## src/rtl/counter_sched_if.sv

```systemverilog
// rtl/counter_sched_if.sv - request bus between two requesters and the counter scheduler
interface counter_sched_if #(
    parameter int WIDTH = 4
) ();
    logic [1:0]         req_valid;
    logic [1:0]         req_dir;
    logic [2*WIDTH-1:0] req_target;
    logic [1:0]         req_ready;

    modport master (
        output req_valid,
        output req_dir,
        output req_target,
        input  req_ready
    );

    modport slave (
        input  req_valid,
        input  req_dir,
        input  req_target,
        output req_ready
    );
endinterface

```

## src/rtl/counter_sched.sv

```systemverilog
// rtl/counter_sched.sv - round-robin scheduler sharing one up/down counter between two requesters
// Optional job abort input enabled by defining COUNTER_SCHED_ABORT_EN.
module counter_sched #(
    parameter int WIDTH = 4
) (
    input  logic             clock,
    input  logic             reset_n,
    counter_sched_if.slave   req_if,
`ifdef COUNTER_SCHED_ABORT_EN
    input  logic             abort,
`endif
    output logic             cnt_reset,
    output logic             cnt_up_down,
    output logic             cnt_enable,
    input  logic [WIDTH-1:0] cnt_count,
    output logic             busy,
    output logic             done,
    output logic             done_id
);

    localparam logic [1:0] ST_IDLE = 2'd0;
    localparam logic [1:0] ST_LOAD = 2'd1;
    localparam logic [1:0] ST_RUN  = 2'd2;
    localparam logic [1:0] ST_DONE = 2'd3;

    logic [1:0]       state_q, state_d;
    logic             rr_q, rr_d;
    logic             dir_q, dir_d;
    logic [WIDTH-1:0] target_q, target_d;
    logic             id_q, id_d;
    logic             grant_id;
    logic             abort_hit;

    always_comb begin
        state_d            = state_q;
        rr_d               = rr_q;
        dir_d              = dir_q;
        target_d           = target_q;
        id_d               = id_q;
        grant_id           = 1'b0;
        abort_hit          = 1'b0;
        req_if.req_ready   = 2'b00;
        cnt_reset          = 1'b0;
        cnt_up_down        = 1'b0;
        cnt_enable         = 1'b0;
        done               = 1'b0;
        done_id            = 1'b0;
        busy               = (state_q != ST_IDLE);
`ifdef COUNTER_SCHED_ABORT_EN
        abort_hit          = abort;
`endif

        case (state_q)
            ST_IDLE: begin
                // reset_n gate keeps req_ready low while reset is held with requests pending
                if (reset_n && (req_if.req_valid != 2'b00)) begin
                    grant_id = (req_if.req_valid == 2'b11) ? ~rr_q : req_if.req_valid[1];
                    req_if.req_ready = grant_id ? 2'b10 : 2'b01;
                    rr_d     = grant_id;
                    id_d     = grant_id;
                    dir_d    = req_if.req_dir[grant_id];
                    target_d = grant_id ? req_if.req_target[2*WIDTH-1:WIDTH]
                                        : req_if.req_target[WIDTH-1:0];
                    state_d  = ST_LOAD;
                end
            end
            ST_LOAD: begin
                cnt_reset   = 1'b1;
                cnt_up_down = dir_q;
                state_d     = abort_hit ? ST_IDLE : ST_RUN;
            end
            ST_RUN: begin
                cnt_up_down = dir_q;
                if (abort_hit) begin
                    state_d = ST_IDLE;
                end else if (cnt_count == target_q) begin
                    state_d = ST_DONE;
                end else begin
                    cnt_enable = 1'b1;
                end
            end
            default: begin
                done    = 1'b1;
                done_id = id_q;
                state_d = ST_IDLE;
            end
        endcase
    end

    // rr_q resets to requester 1 so requester 0 wins the first tie
    always_ff @(posedge clock or negedge reset_n) begin
        if (!reset_n) begin
            state_q  <= ST_IDLE;
            rr_q     <= 1'b1;
            dir_q    <= 1'b0;
            target_q <= '0;
            id_q     <= 1'b0;
        end else begin
            state_q  <= state_d;
            rr_q     <= rr_d;
            dir_q    <= dir_d;
            target_q <= target_d;
            id_q     <= id_d;
        end
    end

endmodule

```

## src/flat_wrapper.sv

```systemverilog
// flat-port wrapper written by rule: the top's interface ports become plain ports
module counter_sched_flat 
#(
    parameter int WIDTH = 4
)
  (clock, reset_n, cnt_reset, cnt_up_down, cnt_enable, cnt_count, busy, done, done_id, req_if_req_valid, req_if_req_dir, req_if_req_target, req_if_req_ready);
  counter_sched_if #(.WIDTH(WIDTH)) req_if_i ();
  input  logic clock;
  input  logic reset_n;
  output logic cnt_reset;
  output logic cnt_up_down;
  output logic cnt_enable;
  input  logic [WIDTH-1:0] cnt_count;
  output logic busy;
  output logic done;
  output logic done_id;
  input wire logic [$bits(req_if_i.req_valid)-1:0] req_if_req_valid;
  input wire logic [$bits(req_if_i.req_dir)-1:0] req_if_req_dir;
  input wire logic [$bits(req_if_i.req_target)-1:0] req_if_req_target;
  output wire logic [$bits(req_if_i.req_ready)-1:0] req_if_req_ready;
  assign req_if_i.req_valid = req_if_req_valid;
  assign req_if_i.req_dir = req_if_req_dir;
  assign req_if_i.req_target = req_if_req_target;
  assign req_if_req_ready = req_if_i.req_ready;
  counter_sched #(.WIDTH(WIDTH)) u_core (.clock(clock), .reset_n(reset_n), .req_if(req_if_i), .cnt_reset(cnt_reset), .cnt_up_down(cnt_up_down), .cnt_enable(cnt_enable), .cnt_count(cnt_count), .busy(busy), .done(done), .done_id(done_id));
endmodule
```

## config.mk

```make
export PLATFORM = sky130hd
export DESIGN_NAME = counter_sched_flat
export DESIGN_NICKNAME = d
export VERILOG_FILES = /design/src/rtl/counter_sched_if.sv /design/src/rtl/counter_sched.sv /design/src/flat_wrapper.sv
export SDC_FILE = /design/constraint.sdc
export NUM_CORES = 1
export LEC_CHECK = 0
export ABC_CLOCK_PERIOD_IN_PS = 1700
export CAP_MARGIN = 0
export CORE_MARGIN = 5
export CORE_UTILIZATION = 39
export CTS_CLUSTER_DIAMETER = 50
export DETAILED_ROUTE_END_ITERATION = 10
export GPL_ROUTABILITY_DRIVEN = 1
export PLACE_DENSITY = 0.8
export SLEW_MARGIN = 25
export SYNTH_ARGS = -nofsm -noshare
export SYNTH_HDL_FRONTEND = slang
export SYNTH_SLANG_ARGS = --single-unit
export TNS_END_PERCENT = 100
```

## constraint.sdc

```tcl
create_clock -name clock -period 1.7 [get_ports clock]
set_input_delay 0.34 -clock clock [delete_from_list [all_inputs] [get_ports clock]]
set_output_delay 0.34 -clock clock [all_outputs]
set_load 0.02 [all_outputs]
```

# Yosys cells after proc, flatten, opt, wreduce, memory -nomap -nowiden
# Cells that the tools add are included.
[op_classes]
addsub = 0
n_mul = 0
div_mod_pow = 0
magnitude_cmp = 1
n_eq_ne = 6
n_shift = 0
mux = 16
bitwise_logic = 1
n_reduce_logical = 8
[ops]
columns = ["cell", "count"]
rows = [
  ["2-to-1 mux 2 bit", 5],
  ["2-to-1 mux 1 bit", 9],
  ["one-hot mux 2 bit (3 select lines)", 1],
  ["== test 2 bit (second input constant)", 2],
  ["== test 4 bit", 1],
  ["2-to-1 mux 4 bit", 1],
  ["!= test 2 x 1 -> 1 bit (second input constant)", 2],
  ["AND reduction 2 bit", 2],
  ["nonzero test 2 bit", 2],
  ["OR reduction 3 bit", 1],
  ["== test 2 x 1 -> 1 bit (second input constant)", 1],
  ["zero test 2 bit", 1],
  ["< comparator 1 x 2 -> 1 bit (second input constant)", 1],
  ["OR reduction 2 bit", 1],
  ["logical AND 1 bit", 1],
  ["inverter 1 bit", 1],
]
[totals]
regBits = 9
latch_bits = 0
ramBits = 0
romBits = 0
inputBits = 18
wordCells = 37
mem_count = 0

# Longest topological paths before layout
# Gate-level depths: netlist of the first run.
[logic_depth]
word_depth = 5
depth_mapped = 6

# Worst setup path after synthesis of the first run
# OpenSTA, ideal clock, no wires.
[synth_path]
kind = "register to output"
start = "register u_core.state_q[0]"
end = "output req_if_req_ready[0]"
arrival_time_ns = 1.338
required_time_ns = 1.360
slack_ns = 0.022
path_stages_with_launch = 6
cell_sequence = "dfrtp_1 > inv_1 > ha_1 > o211ai_1 > clkbuf_1 > nor2_1"
[synth_via]
elab_chain_cells = 2
[synth_rtl]
columns = ["element", "line_no", "source"]
rows = [
  ["start: declaration", "counter_sched.sv:26", "logic [1:0] state_q, state_d;"],
  ["start signal: assignment", "counter_sched.sv:99", "state_q <= state_d;"],
  ["zero test 2 bit", "counter_sched.sv:53", "case (state_q)"],
  ["2-to-1 mux 2 bit", "counter_sched.sv:53", ""],
  ["end: declaration", "flat_wrapper.sv:20", "output wire logic [$bits(req_if_i.req_ready)-1:0] req_if_req_ready;"],
]
# No other way between the ends.

# Final worst setup path of the first run
[layout_path]
start = "register u_core.target_q[2]"
end = "output cnt_enable"
[layout_via]
elab_chain_cells = 3
[layout_rtl]
columns = ["element", "line_no", "source"]
rows = [
  ["start: declaration", "counter_sched.sv:29", "logic [WIDTH-1:0] target_q, target_d;"],
  ["start signal: assignment", "counter_sched.sv:102", "target_q <= target_d;"],
  ["== test 4 bit", "counter_sched.sv:76", "end else if (cnt_count == target_q) begin"],
  ["2-to-1 mux 1 bit", "counter_sched.sv:76", ""],
  ["2-to-1 mux 1 bit", "counter_sched.sv:53", ""],
  ["end: declaration", "flat_wrapper.sv:12", "output logic cnt_enable;"],
]
# No other way between the ends.

==> results of run 1 <==
==> cell families (layout without fill, tap and decap cells) <==
family / count (synthesis) / after routing
and+or+nand+nor: 13 / 13
AOI/OAI and AO/OA: 11 / 11
DFF: 9 / 9
muxes: 7 / 7
buffers and inverters: 6 / 56
adders and majority gates: 5 / 5
xor gates and xnor gates: 4 / 4
==> state kept, by name, indices dropped and copies added, names as in the netlist <==
signal,flops
u_core.state_q,2
u_core.rr_q,1
u_core.dir_q,1
u_core.target_q,4
u_core.id_q,1
==> metal layers <==
metal  part of all wire [%]  GRT usage (%)  wire, um  vias to the layer above
li1                       -              -         -                      284
met1                     40           15.4       575                      231
met2                     52           28.9       744                       21
met3                    7.2           3.76       103                        2
met4                   0.84           4.84        12                        0
met5                      0              0         0                        -
==> stage by stage <==
step                      power (mW)  instance area [um^2]  cells  utilization (%)
after global routing            1.67                  1010    120             76.4
final                           1.54                  1010    120             76.4
after floorplan                0.840                   551     55                -
after global placement          1.26                   928    109             70.5
after CTS                       1.50                   977    116             74.2
after detailed placement        1.29                   928    109             70.5
==> worst max-delay path, stage by stage, from the launching register on <==
cell and delay [ns]:
dfrtp_1 0.39, xor2_1 0.14, o41a_1 0.45, buf_6 0.15
==> worst max path at each step <==
stage,endpoint,slack [ns],cells after the start
after global placement,cnt_enable,-0.51,4
after detailed placement,cnt_enable,-0.52,4
after floorplan,req_if_req_ready[0],0.02,5
final,cnt_enable,-0.01,3
after global routing,req_if_req_ready[1],-0.09,8
after CTS,cnt_enable,-0.02,3
==> power groups by stage <==
stage / clock network (mW) / registers (mW) / logic (mW)
3_5_place_dp: 0 / 0.389 / 0.904
4_1_cts: 0.165 / 0.389 / 0.943
3_3_place_gp: 0 / 0.385 / 0.880
2_1_floorplan: 0 / 0.387 / 0.453
6_report: 0.162 / 0.390 / 0.988
5_1_grt: 0.183 / 0.403 / 1.09
==> layout make-up <==
type	instances	area [um^2]
sequential	9	226
inverter	5	18.8
tap	15	18.8
clock buffer	4	26.3
multi-input combinational	40	317
fill	99	312
timing repair buffer	47	399
==> layout by cell type, fill, tap and decap left out, types with 2 or more instances in the layout <==
cell             count
buf_4               22
clkdlybuf4s50_1     11
ha_1                 4
inv_2                4
dfrtp_1              8
buf_2                2
dlygate4sd2_1        8
buf_6                3
clkbuf_4             3
nand2_1              9
mux2i_1              6
xor2_1               4
and2_1               2
o21ai_0              6
==> timing repair <==
item                       in CTS  in global routing
setup endpoints to repair      10                  7
hold buffers                    0                  0
resized for setup              39                  4
setup buffers                   3                  4
pin swaps                       4                  4
==> flow_metrics.tcl, run 1 <==
set metrics [dict create \
    port_buffers 25 \
    yosys_warnings 0 \
    wirelength_um 1430 \
    p_clk_share_pct 10.5 \
    combPwrFrac_pct 64.2 \
    synthAdderAreaFrac_pct 11.4 \
    die_w_um 47.6 \
    critPathMaxFanout 2 \
    critPathRequiredTime_ns 1.36 \
    fmax_ghz 0.584 \
    numCtsBuffers 3 \
    p_int_mw 0.980 \
    cp-start-kind "flop" \
    synth-edff-count 0 \
    grt_pass1_vias 546 \
    clock-root-buffer "clkbuf_4" \
    violations "negative setup slack" \
    maxSlewViolCount 0 \
    reg2reg_slack_ns -0.01 \
    cts.sinks 9 \
    diodes 0 \
    die_area_um2 2260 \
    avgSynthCellArea_um2 10.0 \
    tritoncts "yes" \
    switching_share_pct 36.3 \
    area_delta_synth_final_pct 82.7 \
    worstReg2RegStart "u_core.target_q[2]" \
    syn_inst 55 \
    drc 0 \
    firstDrtPassIters 4 \
    synth_seq_cells 9 \
    gr-usage-all-layers_pct 14.9 \
    vias 538 \
    clk_latency_ns 0.25 \
    grt-ovfl-total 0 \
    timing.final.crit_share_pct 101 \
    hpwl_um 1130 \
    crit_arrival_ns 1.37 \
    place.gp.congestion 0.718 \
    rr_worst_depth 5 \
    drive_gt1_share_pct 37.1 \
    yosysUniqueCellTypes 17 \
    status "complete, but fails checks" \
    power_density_nw_per_um2 1530 \
    drv_cap 0 \
    synth-xor-area-share_pct 6.36 \
    yosysMostFrequentCell "nand2_1" \
    relSlewSlack_pct 85.9 \
    fin_crit_ns 1.71 \
    vias_per_cell 4.48 \
    critPathKind "flop to output port" \
    pre_cts_ws_ns -0.523 \
    synth.area.top_cells "dfrtp_1, ha_1, mux2i_1" \
    cp-startpoint "u_core.target_q[2]" \
    core_region_area_um2 1320 \
    yosysSeqAreaShare_pct 41.1 \
    holdWs_ns 0.413 \
    synthSimpleGateAreaFrac_pct 9.77 \
    hold_viol_final 0 \
    synth_top_area_share_pct 36.4 \
    num_io_pins 26 \
    power_leakage_nw 0.538 \
    fin_skew_ns 0.00430 \
    ys_top_cells_by_count "nand2_1, dfrtp_1, mux2i_1, o21ai_0" \
    rr_endpoint "u_core.state_q[1]" \
    setup_tns_ns -0.0181 \
    worst_pin_slew_ns 0.209 \
    grt_max_degree 11 \
    pwr-share-seq_pct 25.3 \
    antenna_found_initial 0 \
    synth_compound_area_share_pct 13.6 \
    start_util_pct 41.8 \
    clkSlewWorstSetupHoldPaths_ns 0.06 \
    h-tree-depth 1 \
    cts.path.max_buffers 2 \
    rows 13 \
    grt_pass1_wl_um 2300 \
    end_kind "output port" \
    fp.dieH_um 47.6 \
    hold_path.class "input port to asynchronous set/reset pin" \
    routedWlPerCell_um 12.0 \
    synth-async-reset-ratio_pct 100 \
    synth_top_cell_by_area "dfrtp_1" \
    synth_nets 78 \
    ant_nets 0 \
    synth_top_family_by_area "multiplexers" \
    switchingPower_mw 0.559 \
    rsz0062_at_grt "true" \
    ys.flop_type "dfrtp_1" \
    nNetsFinal 129 \
    setup_viol 3 \
    ir_drop_mv 0.764 \
    synthMuxAreaShare_pct 13.6 \
    syn-cell-area_um2 551 \
    first_iter_violations 7 \
    postLayoutSetupSlackWorst_ns -0.0120 \
]
(Power assumes the default switching activity.)
==> inputs of run 2 (changes only) <==
CTS_BUF_LIST = sky130_fd_sc_hd__clkbuf_16   (was default)
==> run 2 against run 1 <==
  * The flow now finishes without violations
  * Total power grew 16%
  * Sequential cell count unchanged
  * Sequential share of layout area is 0.89 points lower
  * Combinational power is essentially flat
  * First-iteration DRC count rose by 14%
  * Die area did not move
  * Count of clock-buffer cells in the layout shrank 1
  * Via count grew 4.5%
  * Worst hold slack gained 0.029 ns
  * Final cell count fell by 1.7%
  * Global-route usage grew 1.6 points
  * Cell area rose by 4.1%
  * Critical endpoint is now u_core.state_q[1]
==> flow_metrics.tcl, run 2 (same netlist as run 1, synthesis figures left out) <==
set metrics [dict create \
    status "finished clean" \
    numCtsBuffers 3 \
    final_common_cell "buf_4" \
    routedWlPerCell_um 13.9 \
    reg2reg_slack_ns 0.009 \
    rr_endpoint "u_core.state_q[1]" \
    grt_max_degree 11 \
    largest_reg_flops 4 \
    cp-startpoint "u_core.target_q[2]" \
    hpwl_um 1130 \
    critPathKind "flop to flop" \
    power_density_nw_per_um2 1710 \
    firstDrtPassIters 4 \
    crit_arrival_ns 1.81 \
    rr_worst_depth 5 \
    clk_latency_ns 0.23 \
    holdWs_ns 0.443 \
    drive_gt1_share_pct 36.9 \
    wirelength_um 1640 \
    core_region_area_um2 1320 \
    area_delta_synth_final_pct 90.2 \
    cp-start-kind "flop" \
    clock-root-buffer "clkbuf_16" \
    critPathMaxFanout 2 \
    rsz0062_at_grt "true" \
    vias 562 \
    worst_pin_slew_ns 0.242 \
    power_leakage_nw 0.562 \
    clkSlewWorstSetupHoldPaths_ns 0.04 \
    p_int_mw 1.18 \
    nNetsFinal 127 \
    h-tree-depth 1 \
    ir_drop_mv 1.28 \
    grt_pass1_wl_um 2530 \
    fin_crit_ns 1.69 \
    start_util_pct 41.8 \
    fin_area_um2 1050 \
    fp.dieH_um 47.6 \
    fmax_ghz 0.591 \
    setup_tns_ns 0 \
    postLayoutSetupSlackWorst_ns 0.00900 \
    tritoncts "yes" \
    maxSlewViolCount 0 \
    ant_nets 0 \
    combPwrFrac_pct 55.1 \
    pwr-share-seq_pct 22.1 \
    post_dp_cell_area_um2 928 \
    top_register "u_core.target_q" \
    p_clk_share_pct 22.8 \
    hold_viol_final 0 \
    die_w_um 47.6 \
    cts.sinks 9 \
    port_buffers 25 \
    die_area_um2 2260 \
    switching_share_pct 34.0 \
    switchingPower_mw 0.608 \
    grt-ovfl-total 0 \
    timing.final.crit_share_pct 99.5 \
    worstReg2RegStart "u_core.target_q[2]" \
    cp-endpoint "u_core.state_q[1]" \
    diodes 0 \
    num_io_pins 26 \
    drc 0 \
    fin_skew_ns 0.00196 \
    setup_viol 0 \
    antenna_found_initial 0 \
    rows 13 \
    relSlewSlack_pct 83.8 \
    postLayoutCoreUtil_pct 79.5 \
    end_kind "flop" \
    place.gp.congestion 0.718 \
    drv_cap 0 \
    gr-usage-all-layers_pct 16.5 \
    first_iter_violations 8 \
    critPathRequiredTime_ns 1.81 \
    pre_cts_ws_ns -0.523 \
    reg.largest.list "u_core.target_q: 4 flops, u_core.state_q: 2 flops" \
    cts.path.max_buffers 2 \
    vias_per_cell 4.76 \
    grt_pass1_vias 599 \
    hold_path.class "input port to asynchronous set/reset pin" \
    final_cell_mix "buf_4, clkdlybuf4s50_1, nand2_1" \
]
[run 2: area by class of cell]
| class | instances | area (um^2) |
|---|---|---|
| inverter | 5 | 18.8 |
| clock buffer | 3 | 75.1 |
| clock inverter | 1 | 3.75 |
| timing repair buffer | 45 | 385 |
| tap | 15 | 18.8 |
| multi-input combinational | 40 | 319 |
| fill | 83 | 270 |
| sequential | 9 | 226 |
[run 2: worst max-delay path: stages, from the launching register on]
cell and delay (ns):
dfrtp_1 0.38, xor2_1 0.14, o41a_1 0.45, buf_4 0.15
a21o_1 0.17, mux2_4 0.29
[run 2: metal layers]
| metal | vias to the layer above | track usage, % | share of wire (%) |
|---|---|---|---|
| met5 | - | 0 | 0 |
| met4 | 0 | 4.84 | 0.49 |
| met3 | 2 | 4.51 | 8.3 |
| met2 | 33 | 31.8 | 54 |
| met1 | 248 | 17.2 | 38 |
| li1 | 279 | - | - |
[run 2: worst min-delay path by stage]
stage	from	end	slack (ns)	cells past startpoint
after global placement	u_core.id_q	u_core.id_q	0.45	2
after global routing	reset_n	u_core.state_q[0]	0.48	2
after floorplan	reset_n	u_core.dir_q	0.04	0
after CTS	reset_n	u_core.state_q[1]	0.45	2
final	reset_n	u_core.state_q[1]	0.44	2
after detailed placement	u_core.id_q	u_core.id_q	0.45	2
[run 2: repair_timing]
item | CTS | global route
buffers inserted | 5 | 0
gates resized for setup | 31 | 11
hold buffers | 0 | 0
pin swaps | 4 | 2
setup endpoints to repair | 10 | 8
[run 2: stage by stage]
stage	total power, mW	cells
2_1_floorplan	0.840	55
3_3_place_gp	1.26	109
5_1_grt	1.91	118
3_5_place_dp	1.29	109
6_report	1.79	118
4_1_cts	1.75	118
[run 2: power groups by stage]
stage          sequential, mW  clock (mW)  combinational [mW]
4_1_cts                 0.387       0.408               0.959
3_3_place_gp            0.385           0               0.880
3_5_place_dp            0.389           0               0.904
2_1_floorplan           0.387           0               0.453
6_report                0.394       0.407               0.985
5_1_grt                 0.406       0.424                1.08
==> inputs of run 3 (changes only) <==
CORE_MARGIN = 4   (was 5)
==> run 3 against run 2 <==
  * The flow now finishes with violations (negative setup slack)
  * Die area decreased by 8.2%
  * Global-route usage rose by 1.7 points
  * Clock skew grew 0.00052 ns
  * Total power fell by 0.57%
  * Via count decreased by 1.2%
  * Setup slack lost 0.034 ns
  * Clock power is essentially flat
  * Critical path type is now flop to output port
==> flow_metrics.tcl, run 3 (same netlist as run 1, synthesis figures left out) <==
set metrics [dict create \
    status "complete, but fails checks" \
    violations "negative setup slack" \
    largest_reg_flops 4 \
    drc 0 \
    ant_nets 0 \
    worstReg2RegStart "u_core.target_q[2]" \
    hold_viol_final 0 \
    relSlewSlack_pct 81.3 \
    critPathMaxFanout 2 \
    fmax_ghz 0.580 \
    num_io_pins 26 \
    fp.dieH_um 45.6 \
    hpwl_um 1090 \
    grt-ovfl-total 0 \
    clkSlewWorstSetupHoldPaths_ns 0.04 \
    clk_latency_ns 0.23 \
    timing.final.crit_share_pct 101 \
    maxSlewViolCount 0 \
    rr_worst_depth 4 \
    rr_endpoint "u_core.state_q[1]" \
    final_cell_mix "buf_4, nand2_1, clkdlybuf4s50_1" \
    worst_pin_slew_ns 0.279 \
    firstDrtPassIters 3 \
    power_density_nw_per_um2 1710 \
    crit_arrival_ns 1.38 \
    start_util_pct 41.8 \
    critPathRequiredTime_ns 1.36 \
    critPathKind "flop to output port" \
    vias_per_cell 4.83 \
    numCtsBuffers 3 \
    final_common_cell "buf_4" \
    setup_viol 1 \
    postLayoutCoreUtil_pct 78.9 \
    fin_skew_ns 0.00249 \
    fin_crit_ns 1.72 \
    end_kind "output port" \
    nNetsFinal 124 \
    drv_cap 0 \
    core_region_area_um2 1320 \
    ir_drop_mv 1.03 \
    cts.path.max_buffers 2 \
    cp-start-kind "flop" \
    top_register "u_core.target_q" \
    pre_cts_ws_ns -0.543 \
    clock-root-buffer "clkbuf_16" \
    grt_pass1_vias 604 \
    h-tree-depth 1 \
    hold_path.class "input port to asynchronous set/reset pin" \
    tritoncts "yes" \
    drive_gt1_share_pct 35.0 \
    diodes 0 \
    rows 13 \
    vias 555 \
    grt_pass1_wl_um 2620 \
    power_leakage_nw 0.556 \
    reg2reg_slack_ns 0.07 \
    grt_max_degree 11 \
    stdcell_count 115 \
    cp-startpoint "u_core.target_q[2]" \
    reg.largest.list "u_core.target_q: 4 flops, u_core.state_q: 2 flops" \
    postLayoutSetupSlackWorst_ns -0.0246 \
    first_iter_violations 2 \
    area_delta_synth_final_pct 88.9 \
    rsz0062_at_grt "true" \
    cp-endpoint "cnt_enable" \
    place.gp.congestion 0.741 \
    die_area_um2 2080 \
    gr-usage-all-layers_pct 18.2 \
    antenna_found_initial 0 \
    ctsHoldBuffers 0 \
    dp_cells 105 \
    die_w_um 45.6 \
    cts.sinks 9 \
    routedWlPerCell_um 13.6 \
    wirelength_um 1570 \
    port_buffers 25 \
]
## run 3: cell count changes in the layout (fill, tap and decap cells not counted)
cell / before / now
nand2_1: 9 / 10
buf_4: 21 / 17
buf_6: 2 / 3
clkbuf_2: 1 / 2
nor2_2: 1 / 0
ha_4: 1 / 2
clkdlybuf4s50_1: 11 / 10
dlymetal6s2s_1: 1 / 2
ha_1: 4 / 3
clkdlybuf4s15_2: 1 / 0
nand2_2: 1 / 0
nor2_4: 0 / 1
## run 3: cell type report
| cell class | instances | area [um^2] |
|---|---|---|
| Tap cell | 15 | 18.8 |
| Multi-Input combinational cell | 40 | 334 |
| Clock buffer | 3 | 75.1 |
| Fill cell | 94 | 278 |
| Inverter | 5 | 18.8 |
| Timing Repair Buffer | 42 | 363 |
| Sequential cell | 9 | 226 |
| Clock inverter | 1 | 3.75 |
## run 3: power breakdown
group | switching [mW] | leakage, nW | internal, mW | total [mW]
Clock | 0.101 | 0.0423 | 0.307 | 0.409
Sequential | 0.0690 | 0.110 | 0.326 | 0.395
Combinational | 0.452 | 0.404 | 0.520 | 0.972
## run 3: metrics by stage
stage | cell area (um^2) | total power [mW] | TNS, ns | hold WS [ns]
finish | 1040 | 1.78 | -0.0246 | 0.185
floorplan | 551 | 0.840 | 0 | 0.0444
global route | 1040 | 1.90 | -0.112 | 0.215
global placement | 898 | 1.20 | -1.83 | 0.456
CTS | 983 | 1.68 | -0.103 | 0.200
detailed placement | 898 | 1.22 | -1.97 | 0.461
## run 3: routing by layer
layer	GRT usage (%)	share of wire [%]	up-vias
li1	-	-	272
met1	20.2	39	257
met2	30.4	51	21
met3	5.14	7.8	5
met4	10.5	2.2	0
met5	0	0	-
## run 3: worst min path at each step
stage / from / end / slack [ns] / cells after the start
5_1_grt: reset_n / u_core.target_q[3] / 0.22 / 2
6_report: reset_n / u_core.target_q[3] / 0.18 / 2
2_1_floorplan: reset_n / u_core.dir_q / 0.04 / 0
3_3_place_gp: u_core.rr_q / u_core.rr_q / 0.46 / 2
3_5_place_dp: u_core.id_q / u_core.id_q / 0.46 / 2
4_1_cts: reset_n / u_core.target_q[3] / 0.20 / 2
## run 3: timing repair
item / 4_1_cts / 5_1_grt
gates cloned: 0 / 0
endpoints found under the setup margin: 9 / 5
hold endpoints to repair: 0 / 0
gates resized for setup: 30 / 16
buffers inserted: 4 / 3
pin swaps: 5 / 2
## run 3: critical path: stages, from the launching register on
cell and delay, ns:
dfrtp_1 0.38, xor2_1 0.16, o41a_1 0.46, buf_6 0.15
